==> src/rtl/load_store_unit_if.sv <==
// Request/response handshake and data-memory port bundle for the load/store unit.
// The slave modport is the unit itself; the master modport is its environment (requester plus memory).
interface load_store_unit_if #(
    parameter int N_ADDR = 8,
    parameter int N_BIT  = 32
) ();
    logic              Req_valid;
    logic              Req_ready;
    logic              Req_store;
    logic [2:0]        Req_funct3;
    logic [31:0]       Req_addr;
    logic [N_BIT-1:0]  Req_wdata;
    logic              Resp_valid;
    logic [N_BIT-1:0]  Resp_rdata;
    logic [1:0]        Resp_err;
    logic [N_ADDR-1:0] Mem_Addr;
    logic [N_BIT-1:0]  Mem_Wr_data;
    logic              MemWrite;
    logic              MemRead;
    logic [N_BIT-1:0]  Mem_Rd_data;

    modport slave (
        input  Req_valid, Req_store, Req_funct3, Req_addr, Req_wdata, Mem_Rd_data,
        output Req_ready, Resp_valid, Resp_rdata, Resp_err,
               Mem_Addr, Mem_Wr_data, MemWrite, MemRead
    );

    modport master (
        output Req_valid, Req_store, Req_funct3, Req_addr, Req_wdata, Mem_Rd_data,
        input  Req_ready, Resp_valid, Resp_rdata, Resp_err,
               Mem_Addr, Mem_Wr_data, MemWrite, MemRead
    );
endinterface

==> src/rtl/load_store_unit.sv <==
// Byte-addressed RISC-V load/store front end for a word-addressed data memory.
// Sub-word stores use read-modify-write; loads are lane-extracted and sign/zero extended.
module load_store_unit #(
    parameter int N_ADDR = 8,
    parameter int N_BIT  = 32
) (
    input  logic Clk,
    input  logic Rst,
    load_store_unit_if.slave bus
);
    typedef enum logic [2:0] {IDLE, RD, CAP, MERGE, WR, RESP} state_t;

    state_t      state;
    logic [1:0]  lane_q;
    logic [2:0]  f3_q;
    logic        store_q;
    logic [15:0] wdata_q;
    logic [1:0]  err_q;
    logic [1:0]  req_err;
    logic        accept;

    function automatic logic [1:0] check_err(input logic store, input logic [2:0] f3,
                                             input logic [31:0] addr);
        logic illegal, range, misal;
        illegal = (f3 == 3'b011) || (f3 == 3'b110) || (f3 == 3'b111) || (store && f3[2]);
        range   = |(addr >> (N_ADDR + 2));
        misal   = ((f3[1:0] == 2'b01) && addr[0]) || ((f3[1:0] == 2'b10) && (addr[1:0] != 2'b00));
        if (illegal)    check_err = 2'b11;
        else if (range) check_err = 2'b10;
        else if (misal) check_err = 2'b01;
        else            check_err = 2'b00;
    endfunction

    function automatic logic [N_BIT-1:0] format_load(input logic [2:0] f3, input logic [1:0] lane,
                                                     input logic [N_BIT-1:0] word);
        logic signed [7:0]  b;
        logic signed [15:0] h;
        b = word[8*lane +: 8];
        h = word[16*lane[1] +: 16];
        case (f3)
            3'b000:  format_load = N_BIT'(b);
            3'b001:  format_load = N_BIT'(h);
            3'b100:  format_load = N_BIT'($unsigned(b));
            3'b101:  format_load = N_BIT'($unsigned(h));
            default: format_load = word;
        endcase
    endfunction

    // Only SB and SH reach the merge; funct3[0] selects half over byte.
    function automatic logic [N_BIT-1:0] merge_store(input logic half, input logic [1:0] lane,
                                                     input logic [N_BIT-1:0] old,
                                                     input logic [15:0] wd);
        merge_store = old;
        if (half) merge_store[16*lane[1] +: 16] = wd;
        else      merge_store[8*lane +: 8]      = wd[7:0];
    endfunction

    assign bus.Req_ready = (state == IDLE);
    assign accept        = bus.Req_valid && (state == IDLE);
    assign req_err       = check_err(bus.Req_store, bus.Req_funct3, bus.Req_addr);

    // Request capture: pure data, no reset needed.
    always_ff @(posedge Clk) begin
        if (accept) begin
            lane_q  <= bus.Req_addr[1:0];
            f3_q    <= bus.Req_funct3;
            store_q <= bus.Req_store;
            wdata_q <= bus.Req_wdata[15:0];
            err_q   <= req_err;
        end
    end

    always_ff @(posedge Clk) begin
        if (!Rst) begin
            state           <= IDLE;
            bus.Resp_valid  <= 1'b0;
            bus.MemWrite    <= 1'b0;
            bus.MemRead     <= 1'b0;
            bus.Resp_rdata  <= '0;
            bus.Resp_err    <= 2'b00;
            bus.Mem_Addr    <= '0;
            bus.Mem_Wr_data <= '0;
        end else begin
            bus.Resp_valid <= 1'b0;
            bus.MemWrite   <= 1'b0;
            bus.MemRead    <= 1'b0;
            case (state)
                IDLE: begin
                    if (bus.Req_valid) begin
                        if (req_err != 2'b00) begin
                            state <= RESP;
                        end else begin
                            bus.Mem_Addr <= bus.Req_addr[N_ADDR+1:2];
                            if (bus.Req_store && (bus.Req_funct3[1:0] == 2'b10)) begin
                                bus.Mem_Wr_data <= bus.Req_wdata;
                                bus.MemWrite    <= 1'b1;
                                state           <= WR;
                            end else begin
                                bus.MemRead <= 1'b1;
                                state       <= RD;
                            end
                        end
                    end
                end
                RD: state <= store_q ? MERGE : CAP;
                CAP: begin
                    bus.Resp_rdata <= format_load(f3_q, lane_q, bus.Mem_Rd_data);
                    bus.Resp_err   <= 2'b00;
                    bus.Resp_valid <= 1'b1;
                    state          <= IDLE;
                end
                MERGE: begin
                    bus.Mem_Wr_data <= merge_store(f3_q[0], lane_q, bus.Mem_Rd_data, wdata_q);
                    bus.MemWrite    <= 1'b1;
                    state           <= WR;
                end
                WR: begin
                    bus.Resp_rdata <= '0;
                    bus.Resp_err   <= 2'b00;
                    bus.Resp_valid <= 1'b1;
                    state          <= IDLE;
                end
                RESP: begin
                    bus.Resp_rdata <= '0;
                    bus.Resp_err   <= err_q;
                    bus.Resp_valid <= 1'b1;
                    state          <= IDLE;
                end
                default: state <= IDLE;
            endcase
        end
    end
endmodule

==> src/flat_wrapper.sv <==
// flat-port wrapper written by rule: the top's interface ports become plain ports
module load_store_unit_flat 
#(
    parameter int N_ADDR = 8,
    parameter int N_BIT  = 32
)
  (Clk, Rst, bus_Req_valid, bus_Req_store, bus_Req_funct3, bus_Req_addr, bus_Req_wdata, bus_Mem_Rd_data, bus_Req_ready, bus_Resp_valid, bus_Resp_rdata, bus_Resp_err, bus_Mem_Addr, bus_Mem_Wr_data, bus_MemWrite, bus_MemRead);
  load_store_unit_if #(.N_ADDR(N_ADDR), .N_BIT(N_BIT)) bus_i ();
  input  logic Clk;
  input  logic Rst;
  input wire logic [$bits(bus_i.Req_valid)-1:0] bus_Req_valid;
  input wire logic [$bits(bus_i.Req_store)-1:0] bus_Req_store;
  input wire logic [$bits(bus_i.Req_funct3)-1:0] bus_Req_funct3;
  input wire logic [$bits(bus_i.Req_addr)-1:0] bus_Req_addr;
  input wire logic [$bits(bus_i.Req_wdata)-1:0] bus_Req_wdata;
  input wire logic [$bits(bus_i.Mem_Rd_data)-1:0] bus_Mem_Rd_data;
  output wire logic [$bits(bus_i.Req_ready)-1:0] bus_Req_ready;
  output wire logic [$bits(bus_i.Resp_valid)-1:0] bus_Resp_valid;
  output wire logic [$bits(bus_i.Resp_rdata)-1:0] bus_Resp_rdata;
  output wire logic [$bits(bus_i.Resp_err)-1:0] bus_Resp_err;
  output wire logic [$bits(bus_i.Mem_Addr)-1:0] bus_Mem_Addr;
  output wire logic [$bits(bus_i.Mem_Wr_data)-1:0] bus_Mem_Wr_data;
  output wire logic [$bits(bus_i.MemWrite)-1:0] bus_MemWrite;
  output wire logic [$bits(bus_i.MemRead)-1:0] bus_MemRead;
  assign bus_i.Req_valid = bus_Req_valid;
  assign bus_i.Req_store = bus_Req_store;
  assign bus_i.Req_funct3 = bus_Req_funct3;
  assign bus_i.Req_addr = bus_Req_addr;
  assign bus_i.Req_wdata = bus_Req_wdata;
  assign bus_i.Mem_Rd_data = bus_Mem_Rd_data;
  assign bus_Req_ready = bus_i.Req_ready;
  assign bus_Resp_valid = bus_i.Resp_valid;
  assign bus_Resp_rdata = bus_i.Resp_rdata;
  assign bus_Resp_err = bus_i.Resp_err;
  assign bus_Mem_Addr = bus_i.Mem_Addr;
  assign bus_Mem_Wr_data = bus_i.Mem_Wr_data;
  assign bus_MemWrite = bus_i.MemWrite;
  assign bus_MemRead = bus_i.MemRead;
  load_store_unit #(.N_ADDR(N_ADDR), .N_BIT(N_BIT)) u_core (.Clk(Clk), .Rst(Rst), .bus(bus_i));
endmodule
==> config.mk <==
export PLATFORM = sky130hd
export DESIGN_NAME = load_store_unit_flat
export DESIGN_NICKNAME = d
export VERILOG_FILES = /design/src/rtl/load_store_unit_if.sv /design/src/rtl/load_store_unit.sv /design/src/flat_wrapper.sv
export SDC_FILE = /design/constraint.sdc
export NUM_CORES = 1
export LEC_CHECK = 0
export CAP_MARGIN = 20
export CORE_ASPECT_RATIO = 0.7
export CORE_MARGIN = 2
export CORE_UTILIZATION = 45
export DETAILED_ROUTE_END_ITERATION = 7
export DONT_BUFFER_PORTS = 1
export PLACE_DENSITY = 0.58
export SLEW_MARGIN = 20
export SYNTH_ARGS = -nofsm -noshare
export SYNTH_HDL_FRONTEND = slang
export SYNTH_SLANG_ARGS = --single-unit
export TNS_END_PERCENT = 50
==> constraint.sdc <==
create_clock -name Clk -period 3.6 [get_ports Clk]
set_input_delay 0.18 -clock Clk [delete_from_list [all_inputs] [get_ports Clk]]
set_output_delay 0.18 -clock Clk [all_outputs]
set_load 0.02 [all_outputs]
==> metrics, run 1 <==
hpwl dp=13340 um; clock sinks=104; Post-DRT Antenna Nets=0; first-pass GRT wire length=29300 um; clk buf depth=2; fmax=0.3651 GHz; slowest cell delay on critical path=0.76 ns; Tightest Hold Check Type=in2reg; crit end category=flip-flop; CP Max Fanout=11; RSZ-0062 raised after global routing=false; peak supply drop=0.0002455 V; fill cell count=1168; WL per Instance=24.24 um; largest cells by area after synthesis=dfxtp_1 27%, edfxtp_1 12%, mux2i_1 11%, nand2_1 7.4%, a221o_1 5.4%; post-CTS setup buffers=0; Setup TNS=0 ns; status=complete, no violations; Synth area leader=dfxtp_1; CP Launch Type=flip-flop; Reg-to-Reg End=u_core.bus.Mem_Wr_data[29]$_SDFFE_PN0P_; vias in the first global route=4960; Min-Delay Endpoint=u_core.bus.Mem_Wr_data[1]$_SDFFE_PN0P_; Vias/cell=6.325; share of cells above drive strength 1=0.07344; CTS H-Tree Depth=3; Power per Cell Area=406.8 mW/mm2; top-count cell post-synth=nand2_1; area grow syn2layout=11.39%; DRC Markers=0; final number of setup-violating endpoints=0; cell count after placement=751; Final Non-Filler Cells=802; initial antenna violation count=0; total grt overflow=0; syn_nets=742; #FFs+latches synth=104; ant diodes=0; clk_lat worst skew=0.35 ns; vias post-DR=5073; Yosys warnings=0; top cell type's share of synthesized area=0.2725; min-delay src=Rst; DP Area=0.005912 mm2; Initial Utilization=0.4668; max-cap violations=0; Tightest Pin Transition=1.056 ns; cells along the critical path=inv_1 -> ha_1 -> nor4bb_1 -> buf_4 -> a221o_1 -> a22o_1 -> nand2_1 -> mux2i_1; port bufs=0; Pre-antenna DRT Iters=5; number of DRC markers in iteration 0=427; Hold Path Depth=2; largest net degree at the start of global routing=80; average cell area after synthesis=9.272 um2; Worst-path clk slew=0.07 ns; WHS=0.007927 ns; Slew Limit Fails=0; final wirelength=19440 um; root buffer cell=clkbuf_16; slowest cell on the critical path=nor4bb_1; WP buf/inv=2; row count=34; design area=0.006548 mm2; Rel. slew slack=0.2946; cell family with most CP delay=simple AND/OR/NAND/NOR gates; post-cts hold buffer count=34; skew final=0.005057 ns; number of enable flip-flop cells after synthesis=24; minimum clock period=2.739 ns; Core Area=0.01259 mm2; Horiz. Die Dim=140.6 um; post-route clock period utilization=0.7607; FF-to-FF setup slack=0.86 ns; TritonCTS clock tree=built; async set-reset flop share out of synthesis=0; synth unique cells=45; synthesized area=0.005878 mm2; post-layout util=0.5200; Static Leak=2.574 nW; gp weighted congestion=0.9311; Seq/Total Area, Yosys=0.3951; Final Hold Viols=0; cts bufs inserted=9; CP arrival=3.02 ns; synthesized netlist cell count=634; Reg area=0.002322 mm2; Post-CTS Resized=0; Die H=99.63 um; die area=0.01401 mm2; area of the multi-input gates=0.003259 mm2; Global Route Usage Sum=0.2731; Top Ports=181; Critical Path RT=3.88 ns; Worst R2R Path Depth=8; commonest cells in the netlist=116 x nand2_1, 80 x dfxtp_1, 66 x mux2i_1; fin nets=743; Worst Path Class, Setup=reg2reg; Top FF cell, synth=dfxtp_1; Worst R2R Start=u_core.lane_q[0]$_DFFE_PP_
## worst register-to-register path, delay by kind of cell (launching register included)
family / cells / cell delay (ns)
AO/OA/AOI/OAI: 2 / 0.29
adder cells (fa/ha/maj): 1 / 0.37
buffers and inverters: 2 / 0.46
flip-flops: 1 / 0.59
multiplexers: 1 / 0.16
AND/OR/NAND/NOR: 2 / 0.82
## flip-flops by register name, summed over array words and instances (netlist names)
register and flops:
u_core.bus.MemRead 1, u_core.state 3, u_core.wdata_q 16, u_core.f3_q 3, u_core.store_q 1, u_core.err_q 2
u_core.bus.Resp_rdata 32, u_core.bus.Resp_valid 1, u_core.lane_q 2, u_core.bus.Mem_Addr 8, u_core.bus.MemWrite 1, u_core.bus.Resp_err 2
u_core.bus.Mem_Wr_data 32
## cell families after synthesis
logic type      share of synthesized area
mux                                0.1258
buf+inv                           0.05385
simple gates                       0.1865
flops                              0.3951
fa+ha+maj                         0.01064
compound gates                     0.2282
## per-layer routing
layer,routed length [um],part of all wire,global-route usage,up-vias
met5,0,0,0,-
met3,2242,0.12,0.09726,19
li1,-,-,-,2357
met1,8926,0.46,0.3921,2463
met2,8018,0.41,0.3951,234
met4,251,0.013,0.05923,0
## placed cells by master, fill, tap and decap left out, drive strengths merged, types with 9 or more instances in the layout
| master | netlist | routed |
|---|---|---|
| a21boi | 9 | 9 |
| a21oi | 36 | 36 |
| a221o | 32 | 32 |
| a22o | 34 | 34 |
| a32oi | 24 | 24 |
| buf | 22 | 14 |
| clkbuf | 36 | 12 |
| dfxtp | 80 | 80 |
| dlygate4sd3 | 0 | 34 |
| edfxtp | 24 | 24 |
| mux2i | 66 | 66 |
| nand2 | 116 | 116 |
| nand2b | 27 | 27 |
| nand3 | 9 | 9 |
| nor2 | 11 | 11 |
| nor2b | 22 | 22 |
| o21ai | 14 | 14 |
## how the worst max path moves through the flow
stage,startpoint,to,slack (ns),cells after the start
after floorplan,u_core.state[1]$_SDFFE_PN0P_,u_core.bus.Mem_Wr_data[0]$_SDFFE_PN0P_,0.84,8
after global placement,u_core.lane_q[0]$_DFFE_PP_,u_core.bus.Mem_Wr_data[30]$_SDFFE_PN0P_,1.07,8
after detailed placement,bus_Req_addr[0],u_core.bus.Mem_Wr_data[25]$_SDFFE_PN0P_,0.97,7
after CTS,u_core.lane_q[0]$_DFFE_PP_,u_core.bus.Mem_Wr_data[29]$_SDFFE_PN0P_,0.92,8
after global routing,u_core.lane_q[0]$_DFFE_PP_,u_core.bus.Mem_Wr_data[28]$_SDFFE_PN0P_,0.77,8
final,u_core.lane_q[0]$_DFFE_PP_,u_core.bus.Mem_Wr_data[29]$_SDFFE_PN0P_,0.86,8
## through the flow
| step | total power [mW] | worst slack (ns) |
|---|---|---|
| 6_report | 2.663 | 0.8613 |
| 5_1_grt | 2.768 | 0.7714 |
| 4_1_cts | 2.666 | 0.9224 |
| 3_5_place_dp | 1.705 | 0.9748 |
| 3_3_place_gp | 1.698 | 1.066 |
| 2_1_floorplan | 1.630 | 0.8384 |
## power breakdown
| part | switching (mW) | internal (mW) | leakage, nW |
|---|---|---|---|
| Clock | 0.450 | 0.472 | 0.119 |
| Sequential | 0.0712 | 1.24 | 0.871 |
| Combinational | 0.243 | 0.185 | 1.58 |
## layout make-up
class,instances,area share
Multi-Input combinational cell,464,0.4978
Sequential cell,104,0.3547
Timing Repair Buffer,48,0.07109
Clock buffer,12,0.03612
Tap cell,162,0.03096
Clock inverter,4,0.004777
Inverter,8,0.004586
(Power assumes the default switching activity.)
==> run 2: changes to the inputs <==
--- a/config.mk
+++ b/config.mk
@@ -5,6 +5,7 @@
 export SDC_FILE = /design/constraint.sdc
 export NUM_CORES = 1
 export LEC_CHECK = 0
+export ABC_AREA = 1
 export CAP_MARGIN = 20
 export CORE_ASPECT_RATIO = 0.7
 export CORE_MARGIN = 2
==> constraint.sdc (replaced) <==
create_clock -name Clk -period 2.7 [get_ports Clk]
set_input_delay 0.135 -clock Clk [delete_from_list [all_inputs] [get_ports Clk]]
set_output_delay 0.135 -clock Clk [all_outputs]
set_load 0.02 [all_outputs]
==> metrics, run 2 <==
area grow syn2layout=10.47%; initial antenna violation count=1 (+1); area of the multi-input gates=0.003044 mm2 (-6.6%); gp weighted congestion=0.9550 (+2.6%); Final Hold Viols=0 (unchanged); commonest non-fill, non-tap cell in the layout=nand2_1; clk buf depth=2 (unchanged); P_sw=2.482 mW (+220%); Rel. slew slack=0.5995 (+0.3050); fill cell count=1277 (+9.3%); largest net degree at the start of global routing=59 (-26%); final wirelength=19910 um (+2.4%); critical path capture point=u_core.bus.Mem_Wr_data[26]$_SDFFE_PN0P_; minimum clock period=2.382 ns (-0.3565 ns); synth unique cells=33 (-27%); cells along the critical path=buf_4 -> ha_1 -> clkinv_1 -> nor2_2 -> nand3_1 -> a21oi_1 -> o22ai_1 -> nand3_1 -> nand2_1 -> nor2_1; Power per Cell Area=862.0 mW/mm2 (+110%); total power=5.589 mW (+110%); #FFs+latches synth=104 (unchanged); CP Launch Type=flip-flop; average cell area after synthesis=6.770 um2 (-27%); Critical Path Most Common Cell=nand3_1; CP arrival=2.68 ns (-0.34 ns); Setup TNS=0 ns (unchanged); vias post-DR=5968 (+18%); root buffer cell=clkbuf_16; fin nets=975 (+31%); Global Route Usage Sum=0.2821 (+0.008928); Synth area leader=dfxtp_1; Tightest Hold Check Type=in2reg; crit end category=flip-flop; port bufs=0 (unchanged); top-count cell post-synth=nand2_1; Core Area=0.01259 mm2 (unchanged); TritonCTS clock tree=built; status=complete, no violations; async set-reset flop share out of synthesis=0 (unchanged); slowest cell delay on critical path=0.41 ns (-0.35 ns); DP Area=0.005854 mm2 (-0.97%); clock sinks=104 (unchanged); Slew Limit Fails=0 (unchanged); fmax=0.4198 GHz (+15%); synthesized area=0.005869 mm2 (-0.15%); FF-to-FF setup slack=0.32 ns (-0.54 ns); Reg-to-Reg End=u_core.bus.Mem_Wr_data[26]$_SDFFE_PN0P_; Worst R2R Start=u_core.lane_q[1]$_DFFE_PP_; most frequent cells in the layout=198 x nand2_1, 157 x nor2_1, 80 x dfxtp_1; DRC Markers=0 (unchanged); Top FF cell, synth=dfxtp_1; commonest cells in the netlist=198 x nand2_1, 158 x nor2_1, 80 x dfxtp_1; RSZ-0062 raised after global routing=false; Reg area=0.002322 mm2 (unchanged); WL per Instance=19.24 um (-21%); first-pass GRT wire length=30670 um (+4.7%); Worst-path clk slew=0.08 ns (about the same); max-cap violations=0 (unchanged); vias in the first global route=5673 (+14%); Initial Utilization=0.4661 (-0.0006956); Die H=99.55 um (about the same); peak supply drop=0.001003 V (+310%); Static Leak=2.474 nW (-3.9%); Worst Path Class, Setup=reg2reg; die area=0.01399 mm2 (-0.15%); hpwl dp=14170 um (+6.3%); top flop regs=u_core.bus.Mem_Wr_data x32, u_core.bus.Resp_rdata x32, u_core.wdata_q x16; Comb power frac=0.380 (+0.219); design area=0.006484 mm2 (-0.97%); top cell type's share of synthesized area=0.2729 (+0.0004066); Pint=3.107 mW (+64%); slowest cell on the critical path=nor2_2; share of cells above drive strength 1=0.06193 (-0.01151); CTS H-Tree Depth=3 (unchanged); Clock Power Share=0.243 (-0.103); largest cells by area after synthesis=dfxtp_1 27%, nand2_1 13%, edfxtp_1 12%, nor2_1 10%, o21ai_0 6.7%; final number of setup-violating endpoints=0 (unchanged); number of DRC markers in iteration 0=522 (+22%); post-route clock period utilization=0.8823 (+0.1216); Sequential Power Share=0.377 (-0.116); Post-DRT Antenna Nets=0 (unchanged); Seq/Total Area, Yosys=0.3957 (+0.0005895); skew final=0.01164 ns (+0.006579 ns); synthesized netlist cell count=867 (+37%); Worst R2R Path Depth=10 (+2); Top Ports=181 (unchanged); cell count after placement=987 (+31%); switch share=0.4441 (+0.1569); Horiz. Die Dim=140.5 um (about the same); number of enable flip-flop cells after synthesis=24 (unchanged); row count=34 (unchanged); clk_lat worst skew=0.36 ns (about the same); CP Max Fanout=32 (+21); cts bufs inserted=9 (unchanged); Post-CTS Resized=0 (unchanged); syn_nets=975 (+31%); Pre-antenna DRT Iters=5 (unchanged); total grt overflow=0 (unchanged); Critical Path RT=3.00 ns (-0.88 ns); Tightest Pin Transition=0.6007 ns (-0.4548 ns); Yosys warnings=0 (unchanged); CP startpoint=u_core.lane_q[1]$_DFFE_PP_; Vias/cell=5.766 (-8.8%); Final Non-Filler Cells=1035 (+29%)
==> run 2: power groups by stage <==
stage,logic [mW],registers (mW),clock network [mW]
floorplan,1.60,2.09,0
global placement,2.00,2.14,0
detailed placement,2.03,2.14,0
CTS,2.09,2.11,1.38
global route,2.36,2.13,1.44
finish,2.12,2.11,1.36
==> run 2: timing repair <==
| action | 4_1_cts | 5_1_grt |
|---|---|---|
| buffers inserted | 0 | 0 |
| hold buffers | 31 | 0 |
| hold endpoints to repair | 64 | 0 |
| setup endpoints to repair | 0 | 0 |
==> run 2: cell families after synthesis <==
kind of cell | Yosys count | synth area share
AND/OR/NAND/NOR | 434 | 0.3074
AO/OA/AOI/OAI | 219 | 0.2002
buffers and inverters | 105 | 0.08612
flip-flops | 104 | 0.3957
adder cells (fa/ha/maj) | 5 | 0.01066
==> run 2: how the worst min path moves through the flow <==
| stage | slack, ns | from | depth (start not counted) | end |
|---|---|---|---|---|
| 6_report | 0.02 | bus_Mem_Rd_data[8] | 2 | u_core.bus.Resp_rdata[8]$_SDFFE_PN0P_ |
| 3_5_place_dp | 0.23 | bus_Req_wdata[6] | 0 | u_core.wdata_q[6]$_DFFE_PP_ |
| 4_1_cts | 0.02 | bus_Mem_Rd_data[8] | 2 | u_core.bus.Resp_rdata[8]$_SDFFE_PN0P_ |
| 5_1_grt | 0.02 | bus_Mem_Rd_data[8] | 2 | u_core.bus.Resp_rdata[8]$_SDFFE_PN0P_ |
| 2_1_floorplan | 0.23 | bus_Req_funct3[0] | 0 | u_core.f3_q[0]$_DFFE_PP_ |
| 3_3_place_gp | 0.23 | bus_Req_wdata[6] | 0 | u_core.wdata_q[6]$_DFFE_PP_ |
==> run 2: through the flow <==
| step | hold slack, ns | setup WS, ns | utilization |
|---|---|---|---|
| floorplan | 0.2339 | 0.1716 | - |
| global placement | 0.2340 | 0.3336 | 0.4649 |
| detailed placement | 0.2340 | 0.3441 | 0.4649 |
| CTS | 0.02037 | 0.3308 | 0.5147 |
| global route | 0.02133 | 0.1232 | 0.5147 |
| finish | 0.01565 | 0.3178 | 0.5149 |
==> run 2: area by class of cell <==
type	instances	area share
multi-input combinational	658	0.4695
clock buffer	10	0.03860
timing repair buffer	44	0.06445
tap	162	0.03126
sequential	104	0.3582
antenna	1	0.0003860
clock inverter	6	0.008684
inverter	50	0.02895
==> run 2: critical path: cells and delay by family (launching register included) <==
kind	cells	cell delay (ns)
simple gates	5	0.84
compound gates	2	0.26
fa+ha+maj	1	0.21
flops	1	0.39
buf+inv	2	0.62
==> run 2: metal layers <==
layer	global-route usage	vias up	share of wire	routed length [um]
met1	0.3722	2779	0.44	8721
li1	-	2893	-	-
met3	0.09389	24	0.10	2059
met4	0.07462	0	0.016	321
met5	0	-	0	0
met2	0.4483	272	0.44	8807
==> run 3: changes to the inputs <==
--- a/config.mk
+++ b/config.mk
@@ -12,7 +12,6 @@
 export CORE_UTILIZATION = 45
 export DETAILED_ROUTE_END_ITERATION = 7
 export DONT_BUFFER_PORTS = 1
-export PLACE_DENSITY = 0.58
 export SLEW_MARGIN = 20
 export SYNTH_ARGS = -nofsm -noshare
 export SYNTH_HDL_FRONTEND = slang
==> metrics, run 3 (synthesis gave the netlist of run 2 again) <==
final wirelength=18920 um (-5.0%); most frequent cells in the layout=198 x nand2_1, 157 x nor2_1, 80 x dfxtp_1; max-cap violations=0 (unchanged); TritonCTS clock tree=built; hpwl dp=13810 um (-2.5%); Tightest Hold Check Type=in2reg; gp weighted congestion=0.9306 (-2.6%); Critical Path RT=3.01 ns (about the same); Initial Utilization=0.4661 (unchanged); Min-Delay Endpoint=u_core.bus.Resp_rdata[6]$_SDFFE_PN0P_; FF-to-FF setup slack=0.47 ns (+0.15 ns); die area=0.01399 mm2 (unchanged); Horiz. Die Dim=140.5 um (unchanged); Worst-path clk slew=0.08 ns (about the same); skew final=0.01296 ns (+0.001321 ns); clock sinks=104 (unchanged); final number of setup-violating endpoints=0 (unchanged); number of DRC markers in iteration 0=571 (+9.4%); row count=34 (unchanged); top flop regs=u_core.bus.Mem_Wr_data x32, u_core.bus.Resp_rdata x32, u_core.wdata_q x16; Reg-to-Reg End=u_core.bus.Mem_Wr_data[26]$_SDFFE_PN0P_; crit end category=flip-flop; Final Hold Viols=0 (unchanged); Worst Path Class, Setup=reg2reg; first-pass GRT wire length=29860 um (-2.6%); clk buf depth=2 (unchanged); Post-DRT Antenna Nets=0 (unchanged); initial antenna violation count=0 (-1); Global Route Usage Sum=0.2713 (-0.01081); Tightest Pin Transition=0.5487 ns (-0.05196 ns); Slew Limit Fails=0 (unchanged); WL per Instance=18.29 um (-4.9%); ant diodes=0 (-1); CP arrival=2.54 ns (-0.14 ns); peak supply drop=0.0007140 V (-29%); Hold Path Depth=2 (unchanged); commonest non-fill, non-tap cell in the layout=nand2_1; Worst R2R Path Depth=10 (unchanged); Post-CTS Resized=0 (unchanged); Core Area=0.01259 mm2 (unchanged); Static Leak=2.463 nW (-0.44%); fmax=0.4474 GHz (+6.6%); clk_lat worst skew=0.36 ns (about the same); DRC Markers=0 (unchanged); Die H=99.55 um (unchanged); CP Max Fanout=25 (-22%); CTS H-Tree Depth=3 (unchanged); CP Launch Type=flip-flop; post-route clock period utilization=0.8277 (-0.05456); port bufs=0 (unchanged); vias in the first global route=5612 (-1.1%); cts bufs inserted=9 (unchanged); Power per Cell Area=843.1 mW/mm2 (-2.2%); Rel. slew slack=0.6342 (+0.03464); Vias/cell=5.747 (-0.34%); share of cells above drive strength 1=0.06193 (unchanged); WHS=0.01956 ns (+0.003908 ns); largest net degree at the start of global routing=59 (unchanged); Worst R2R Start=u_core.lane_q[1]$_DFFE_PP_; vias post-DR=5942 (-0.44%); fin nets=975 (unchanged); minimum clock period=2.235 ns (-0.1473 ns); status=complete, no violations; Pre-antenna DRT Iters=6 (+1); area grow syn2layout=9.977%; RSZ-0062 raised after global routing=false; min-delay src=bus_Mem_Rd_data[6]; root buffer cell=clkbuf_16; Top Ports=181 (unchanged); Setup TNS=0 ns (unchanged); total grt overflow=0 (unchanged); post-CTS setup buffers=0 (unchanged)
==> run 3: critical path, cell delays in order (launching register included) <==
cell and delay [ns]:
edfxtp_1 0.36, buf_4 0.28, ha_1 0.20, clkinv_1 0.25
nor2_2 0.37, nand3_1 0.17, a21oi_1 0.20, o22ai_1 0.11
nand3_1 0.12, nand2_1 0.06, nor2_1 0.08
==> run 3: layer usage <==
layer  GRT usage  share of wire  vias to the layer above
met5           0              0                        -
met4     0.07692          0.018                        0
met2      0.4295           0.44                      286
met3     0.09340           0.12                       38
li1            -              -                     2890
met1      0.3553           0.43                     2728
==> run 3: final cells by class <==
cell class / count / area (um2)
Multi-Input combinational cell: 658 / 3044
Timing Repair Buffer: 44 / 417.9
Clock buffer: 9 / 225.2
Inverter: 50 / 187.7
Tap cell: 162 / 202.7
Fill cell: 1303 / 6137
Sequential cell: 104 / 2322
Clock inverter: 7 / 55.05
==> run 3: worst max path at each step <==
stage	startpoint	endpoint	cells past startpoint
floorplan	u_core.state[1]$_SDFFE_PN0P_	u_core.bus.Mem_Addr[0]$_SDFFE_PN0P_	8
global placement	u_core.lane_q[1]$_DFFE_PP_	u_core.bus.Mem_Wr_data[26]$_SDFFE_PN0P_	10
detailed placement	u_core.lane_q[1]$_DFFE_PP_	u_core.bus.Mem_Wr_data[26]$_SDFFE_PN0P_	10
CTS	u_core.lane_q[1]$_DFFE_PP_	u_core.bus.Mem_Wr_data[26]$_SDFFE_PN0P_	10
global route	u_core.lane_q[1]$_DFFE_PP_	u_core.bus.Mem_Wr_data[26]$_SDFFE_PN0P_	10
finish	u_core.lane_q[1]$_DFFE_PP_	u_core.bus.Mem_Wr_data[26]$_SDFFE_PN0P_	10
==> run 3: power breakdown <==
| group | internal [mW] | total (mW) | switching [mW] |
|---|---|---|---|
| Combinational | 0.566 | 2.07 | 1.50 |
| Clock | 0.636 | 1.26 | 0.624 |
| Sequential | 1.84 | 2.11 | 0.278 |
==> run 3: stage by stage <==
step	power, mW	std cells	instance area (um2)	setup slack, ns	utilization
3_3_place_gp	4.110	987	5854	0.5301	0.4649
2_1_floorplan	3.689	867	5869	0.1716	-
3_5_place_dp	4.130	987	5854	0.5091	0.4649
4_1_cts	5.430	1034	6455	0.4885	0.5126
6_report	5.442	1034	6455	0.4651	0.5126
5_1_grt	5.799	1034	6455	0.2196	0.5126
==> run 3: timing repair <==
action | in CTS | in global routing
hold endpoints to repair | 66 | 0
setup endpoints to repair | 0 | 0
hold buffers | 31 | 0
